File: src/rtl/fp_div_arbiter.sv
// Round-robin arbiter sharing one combinational FP32 divider between two requesters.
// Operands are held on div_a/div_b for DIV_CYCLES cycles (multicycle path) before the
// result and flags are captured and returned with the requester id and tag.
module fp_div_arbiter #(
    parameter int unsigned DIV_CYCLES = 4,
    parameter int unsigned TAG_W      = 5
) (
    input  logic             clk,
    input  logic             rst_n,
    input  logic             req0_valid,
    output logic             req0_ready,
    input  logic [31:0]      req0_a,
    input  logic [31:0]      req0_b,
    input  logic [TAG_W-1:0] req0_tag,
    input  logic             req1_valid,
    output logic             req1_ready,
    input  logic [31:0]      req1_a,
    input  logic [31:0]      req1_b,
    input  logic [TAG_W-1:0] req1_tag,
    output logic [31:0]      div_a,
    output logic [31:0]      div_b,
    input  logic [31:0]      div_result,
    input  logic             div_overflow,
    input  logic             div_underflow,
    output logic             rsp_valid,
    input  logic             rsp_ready,
    output logic             rsp_id,
    output logic [TAG_W-1:0] rsp_tag,
    output logic [31:0]      rsp_result,
    output logic             rsp_ovf,
    output logic             rsp_unf,
    output logic             rsp_dz,
    output logic             busy
);

    // A one-cycle hold still needs a 1-bit counter that is simply loaded with zero.
    localparam int unsigned CNT_W = (DIV_CYCLES > 1) ? $clog2(DIV_CYCLES) : 1;

    typedef enum logic [1:0] {
        ST_IDLE = 2'd0,
        ST_EXEC = 2'd1,
        ST_RESP = 2'd2
    } state_e;

    state_e           state_q, state_d;
    logic [CNT_W-1:0] cnt_q, cnt_d;
    logic             last_grant_q, last_grant_d;
    logic [31:0]      div_a_q, div_a_d;
    logic [31:0]      div_b_q, div_b_d;
    logic [TAG_W-1:0] tag_q, tag_d;
    logic             id_q, id_d;
    logic             rsp_valid_q, rsp_valid_d;
    logic             rsp_id_q, rsp_id_d;
    logic [TAG_W-1:0] rsp_tag_q, rsp_tag_d;
    logic [31:0]      rsp_result_q, rsp_result_d;
    logic             rsp_ovf_q, rsp_ovf_d;
    logic             rsp_unf_q, rsp_unf_d;
    logic             rsp_dz_q, rsp_dz_d;
    logic             busy_q, busy_d;

    logic             grant_valid_c;
    logic             grant_id_c;
    logic             a_nan_c;
    logic             b_nan_c;
    logic             dz_c;

    // Round-robin pick: a lone requester wins, a tie goes to the one not granted last.
    always_comb begin
        grant_valid_c = req0_valid | req1_valid;
        grant_id_c    = (req0_valid && req1_valid) ? ~last_grant_q : req1_valid;
    end

    assign req0_ready = (state_q == ST_IDLE) && grant_valid_c && !grant_id_c;
    assign req1_ready = (state_q == ST_IDLE) && grant_valid_c &&  grant_id_c;

    // Divide-by-zero from the held operands: zero divisor (either sign), no NaN involved.
    always_comb begin
        a_nan_c = (&div_a_q[30:23]) && (|div_a_q[22:0]);
        b_nan_c = (&div_b_q[30:23]) && (|div_b_q[22:0]);
        dz_c    = (div_b_q[30:0] == 31'd0) && !a_nan_c && !b_nan_c;
    end

    // Next-state and registered-output logic for the IDLE -> EXEC -> RESP sequence.
    always_comb begin
        state_d      = state_q;
        cnt_d        = cnt_q;
        last_grant_d = last_grant_q;
        div_a_d      = div_a_q;
        div_b_d      = div_b_q;
        tag_d        = tag_q;
        id_d         = id_q;
        rsp_valid_d  = rsp_valid_q;
        rsp_id_d     = rsp_id_q;
        rsp_tag_d    = rsp_tag_q;
        rsp_result_d = rsp_result_q;
        rsp_ovf_d    = rsp_ovf_q;
        rsp_unf_d    = rsp_unf_q;
        rsp_dz_d     = rsp_dz_q;

        case (state_q)
            ST_IDLE: begin
                if (grant_valid_c) begin
                    div_a_d      = grant_id_c ? req1_a   : req0_a;
                    div_b_d      = grant_id_c ? req1_b   : req0_b;
                    tag_d        = grant_id_c ? req1_tag : req0_tag;
                    id_d         = grant_id_c;
                    last_grant_d = grant_id_c;
                    cnt_d        = CNT_W'(DIV_CYCLES - 1);
                    state_d      = ST_EXEC;
                end
            end
            ST_EXEC: begin
                if (cnt_q == '0) begin
                    rsp_valid_d  = 1'b1;
                    rsp_id_d     = id_q;
                    rsp_tag_d    = tag_q;
                    rsp_result_d = div_result;
                    rsp_ovf_d    = div_overflow;
                    rsp_unf_d    = div_underflow;
                    rsp_dz_d     = dz_c;
                    state_d      = ST_RESP;
                end else begin
                    cnt_d = cnt_q - CNT_W'(1);
                end
            end
            ST_RESP: begin
                if (rsp_ready) begin
                    rsp_valid_d = 1'b0;
                    state_d     = ST_IDLE;
                end
            end
            default: begin
                state_d     = ST_IDLE;
                rsp_valid_d = 1'b0;
            end
        endcase

        busy_d = (state_d != ST_IDLE);
    end

    // State and output registers; reset drops any in-flight operation.
    always_ff @(posedge clk or negedge rst_n) begin
        if (!rst_n) begin
            state_q      <= ST_IDLE;
            cnt_q        <= '0;
            last_grant_q <= 1'b1;
            div_a_q      <= '0;
            div_b_q      <= '0;
            tag_q        <= '0;
            id_q         <= 1'b0;
            rsp_valid_q  <= 1'b0;
            rsp_id_q     <= 1'b0;
            rsp_tag_q    <= '0;
            rsp_result_q <= '0;
            rsp_ovf_q    <= 1'b0;
            rsp_unf_q    <= 1'b0;
            rsp_dz_q     <= 1'b0;
            busy_q       <= 1'b0;
        end else begin
            state_q      <= state_d;
            cnt_q        <= cnt_d;
            last_grant_q <= last_grant_d;
            div_a_q      <= div_a_d;
            div_b_q      <= div_b_d;
            tag_q        <= tag_d;
            id_q         <= id_d;
            rsp_valid_q  <= rsp_valid_d;
            rsp_id_q     <= rsp_id_d;
            rsp_tag_q    <= rsp_tag_d;
            rsp_result_q <= rsp_result_d;
            rsp_ovf_q    <= rsp_ovf_d;
            rsp_unf_q    <= rsp_unf_d;
            rsp_dz_q     <= rsp_dz_d;
            busy_q       <= busy_d;
        end
    end

    assign div_a      = div_a_q;
    assign div_b      = div_b_q;
    assign rsp_valid  = rsp_valid_q;
    assign rsp_id     = rsp_id_q;
    assign rsp_tag    = rsp_tag_q;
    assign rsp_result = rsp_result_q;
    assign rsp_ovf    = rsp_ovf_q;
    assign rsp_unf    = rsp_unf_q;
    assign rsp_dz     = rsp_dz_q;
    assign busy       = busy_q;

endmodule
File: config.mk
export PLATFORM = sky130hd
export DESIGN_NAME = fp_div_arbiter
export DESIGN_NICKNAME = d
export VERILOG_FILES = /design/src/rtl/fp_div_arbiter.sv
export SDC_FILE = /design/constraint.sdc
export NUM_CORES = 1
export LEC_CHECK = 0
export CORE_UTILIZATION = 34
export CTS_CLUSTER_DIAMETER = 40
export CTS_CLUSTER_SIZE = 28
export DETAILED_ROUTE_END_ITERATION = 6
export HOLD_SLACK_MARGIN = 0.15
export PLACE_DENSITY = 0.76
export SETUP_SLACK_MARGIN = 0.4
export SLEW_MARGIN = 30
export SYNTH_ARGS = -nofsm -noshare
export SYNTH_HDL_FRONTEND = slang
export SYNTH_SLANG_ARGS = --single-unit
File: constraint.sdc
create_clock -name clk -period 1.59 [get_ports clk]
set_input_delay 0.159 -clock clk [delete_from_list [all_inputs] [get_ports clk]]
set_output_delay 0.159 -clock clk [all_outputs]
set_load 0.01 [all_outputs]
After elaboration in Yosys (flattened, before gate mapping):

Index checks and enable logic that the tools add are counted.

* register bits: 118
* input port bits: 177
* logic and storage cells: 63

* add/subtract/negate cells: 1
* equal/unequal tests: 6
* muxes and demuxes: 14
* bitwise gates (word level): 3
* reductions and logical operators: 24

Operator list (count)
* two-way mux 32 bit: 2
* OR reduction 23 bit: 2
* zero test 31 bit: 1
* AND reduction 8 bit: 2
* two-way mux 2 bit: 5
* logical AND 1 bit: 8
* inequality test 2 bit, second input constant: 4
* case mux 2 bit (3 select lines): 1
* AND reduction 3 bit: 2
* two-way mux 5 bit: 1
* zero test 2 bit: 2
* case mux 2 bit (2 select lines): 1
* AND reduction 2 bit: 2
* nonzero test 2 bit: 2
* zero test 1 bit: 3
* two-way mux 1 bit: 3
* case mux 1 bit (3 select lines): 1
* == test 2 x 1 -> 1 bit, second input constant: 1
* == test 2 bit, second input constant: 1
* NOT 1 bit: 2
* subtractor 2 x 1 -> 2 bit, second input constant: 1
* bitwise OR 1 bit: 1

Longest topological paths before layout:

* word-level depth: 5
* mapped depth: 6
* mapped depth without buffers: 5

Worst setup path after synthesis:

OpenSTA, ideal clock, no wires.

* path kind: reg-to-reg
* start point: register last_grant_q
* end point: register div_b_q[1], in the netlist div_b[1]
* setup time: 0.067 ns
* arrival time: 1.583 ns
* required time: 1.523 ns
* setup slack: -0.060 ns
* cell stages (with the launch flop): 6
* buffers on the path: 1
* period minus slack after synthesis: 1.650 ns
* cell sequence: dfstp_2 nand2_1 a2111oi_4 buf_6 a22oi_1 nand2_1

* longest elaborated chain between the ends: 3

RTL lines
* start, declared: line 47 `logic last_grant_q, last_grant_d;`
* start signal, assigned: line 162 `last_grant_q <= last_grant_d;`
* NOT 1 bit: line 70 `grant_id_c = (req0_valid && req1_valid) ? ~last_grant_q : req1_valid;`
* two-way mux 1 bit: line 70
* two-way mux 32 bit: line 104 `div_b_d = grant_id_c ? req1_b : req0_b;`
* end signal, assigned: line 164 `div_b_q <= div_b_d;`
* end, declared: line 49 `logic [31:0] div_b_q, div_b_d;`

No other way between the ends.
A chain may end at the register's enable or synchronous reset.

Final worst setup path:

* start point: register last_grant_q
* end point: register div_b_q[6], in the netlist div_b[6]

Same word-level chain as after synthesis.

==> flow_summary_export.csv <==
group,metric,value,unit
timing,fin_ws,-150,ps
global_routing,grt_pass1_vias,4949,
synth,synth_seq_cells,118,
timing,finClkSkew,8.98,ps
placed_design,place_inst,912,
drt,ant_nets,0,
critical_path,cpMostUsedCell,"buf_12",
drt,wire_per_inst,19.2,um
synth,seq_area_frac_synth,60.2,%
global_routing,antenna_found_initial,0,
drt,drt_wl_total,19.1,mm
synth,synth_area_leader_cell,"dfrtp_1",
final_layout,drive_gt1_share,33.0,%
clocking,cts.clk_slew.worst_paths,60,ps
clocking,clockBufferDepth,2,
timing,rsz0062_at_grt,"yes",
clocking,cts_made_buffers,17,
drt,via_per_inst,4.99,
drt,drt_iter0_drc,212,
die,initial_utilization,35.1,%
critical_path,critical_path.top_delay_family,"flip-flops",
clocking,cts_tree,"yes",
timing,relSlewSlack,73.6,%
synth,avgSynthCellArea,11.1,um2
clocking,cts_sinks,118,
clocking,clock_latency,410,ps
drt,firstDrtPassIters,4,
drt,num_vias,4960,
min_path,hold_path_class,"input port to asynchronous set/reset pin",
timing,hold_viol,0,
critical_path,worst-path-max-fanout,7,
placed_design,gp_congestion,0.757,
critical_path,cp_cell_sequence,"nand2_2 > a2111oi_4 > buf_4 > buf_12 > buf_12 > a22oi_1 > nand2_1",
timing,setup_tns,-5240,ps
global_routing,track_usage,23.0,%
drt,drc_errors,0,
power,leakagePower,4.84,nW
final_layout,nets,978,
critical_path,end_kind,"flip-flop",
die,dieWidth,122,um
synth,netlist_area,4910,um2
timing,finalCritPeriodShare,109,%
global_routing,grt_pass1_wl,25.3,mm
synth,synth_area_leaders,"dfrtp_1 (60%), nand2_1 (11%), a22oi_1 (11%)",
final_layout,final_util,69.0,%
die,ioPinCount,286,
final_layout,fin_area,9650,um2
synth,ys.warnings.count,0,
timing,tightest_slew,392,ps
power,power_density,1920,nW/um2
placed_design,dp_hpwl,12.0,mm
die,dieArea,14900,um2
die,row_count,43,
final_layout,layout_commonest_cell,"clkdlybuf4s50_1",
timing,hold_ws,196,ps
synth,ys_types,23,
clocking,cts_max_level,4,
timing,fin_crit,1740,ps
final_layout,final_cells,993,
flow_run,drv_cap,0,
critical_path,critPathKind,"flip-flop to flip-flop",
critical_path,cp.buffers_inverters,3,
critical_path,max_stage_delay,540,ps
power,peakVddDrop,766,uV
timing,setup_viol,72,
final_layout,mostFrequentLayoutCells,"clkdlybuf4s50_1 (175), nand2_1 (144), dfrtp_1 (115)",
die,die_h,122,um
synth,synth_top_area_share,59.6,%
synth,synth_nets,622,
critical_path,worstPathArrival,2080,ps
critical_path,required,1930,ps
clocking,cts-root-buf,"clkbuf_16",
timing,fmax,575,MHz
placed_design,io_buffers,285,
critical_path,cp-start-kind,"flip-flop",
final_layout,n_antenna_cell,0,
run_status,status,"finished, violations left",
synth,synth_cells,444,
critical_path,crit_slowest_cell,"dfstp_2",
final_layout,area_growth,96.4,%
global_routing,grt_overflow_total,0,
global_routing,grt_max_degree,72,
die,fp.coreArea,14000,um2
final_layout,fillers,999,
placed_design,placed_area,8210,um2
timing,drv_slew,0,
run_status,violations,"setup timing",
## routing by layer
| layer | share of wire [%] | GRT usage [%] |
|---|---|---|
| met1 | 38 | 25.0 |
| met2 | 52 | 41.4 |
| met3 | 7.5 | 7.26 |
| met4 | 2.5 | 9.22 |
| met5 | 0 | 0 |
## registers in the layout (all words and copies together), names as in the netlist, 2 cells and up
name,flops
div_a,32
rsp_tag,5
div_b,32
cnt_q,2
rsp_result,32
tag_q,5
state_q,2
## synthesized netlist by cell type
master     instances
a2111oi_4          1
a21o_1             2
a21oi_1            2
a22o_1             1
a22oi_1           69
and3_1             1
buf_2              5
buf_6              7
clkbuf_1          14
dfrtp_1          117
dfstp_2            1
ha_1               1
inv_1              3
mux2_2            41
nand2_1          147
nand3_1            1
nand4_1            4
nor2_1             5
nor2b_1            2
nor3_1             4
nor4_1            13
o21ai_0            2
o21ai_1            1
## logic make-up (layout without fill, tap and decap cells)
group,count (synthesis),in the layout,share of synthesized area [%]
DFF,118,118,60.2
muxes,41,41,9.40
and+or+nand+nor,177,177,14.7
AOI/OAI and AO/OA,78,78,12.1
buffers and inverters,29,398,3.41
adders and majority gates,1,1,0.255
## stage by stage
stage	power [mW]	setup WS, ps
global placement	13.1	-341
detailed placement	13.4	-438
CTS	17.8	-140
floorplan	8.81	26.3
finish	18.6	-150
global route	19.6	-196
## final cells by class
| class | count | area [um2] | area share, % |
|---|---|---|---|
| well taps | 180 | 225 | 2.33 |
| flip-flops and latches | 118 | 2960 | 30.7 |
| clock buffers | 19 | 443 | 4.59 |
| inverters | 3 | 11.3 | 0.117 |
| multi-input cells | 297 | 2140 | 22.2 |
| clock inverters | 13 | 155 | 1.61 |
| repair buffers | 363 | 3710 | 38.5 |
## final timing paths
| check | start | endpoint | slack (ps) | depth (start not counted) |
|---|---|---|---|---|
| min | rst_n | div_a[18] | 200 | 2 |
| min reg2reg | div_b[31] | div_b[31] | 480 | 2 |
| max | last_grant_q | div_b[6] | -150 | 7 |
| min in group clk | req1_a[19] | div_a[19] | 340 | 3 |
| max in group asynchronous | rst_n | div_b[17] | 800 | 3 |
| max reg2reg | last_grant_q | div_b[6] | -150 | 7 |
## where the power goes
group	total, mW	switching, mW	internal [mW]
registers	5.64	1.10	4.54
clock network	3.87	1.38	2.49
logic	9.05	4.03	5.02
## repair_timing
| item | in CTS | in global routing |
|---|---|---|
| hold endpoints to repair | 117 | 0 |
| resized for setup | 305 | 125 |
| cloned | 4 | 3 |
| endpoints found under the setup margin | 226 | 183 |
| hold buffers | 1 | 0 |
| setup buffers | 29 | 12 |
| pin swaps | 4 | 44 |
No activity file was read; power rests on OpenSTA's default activity.
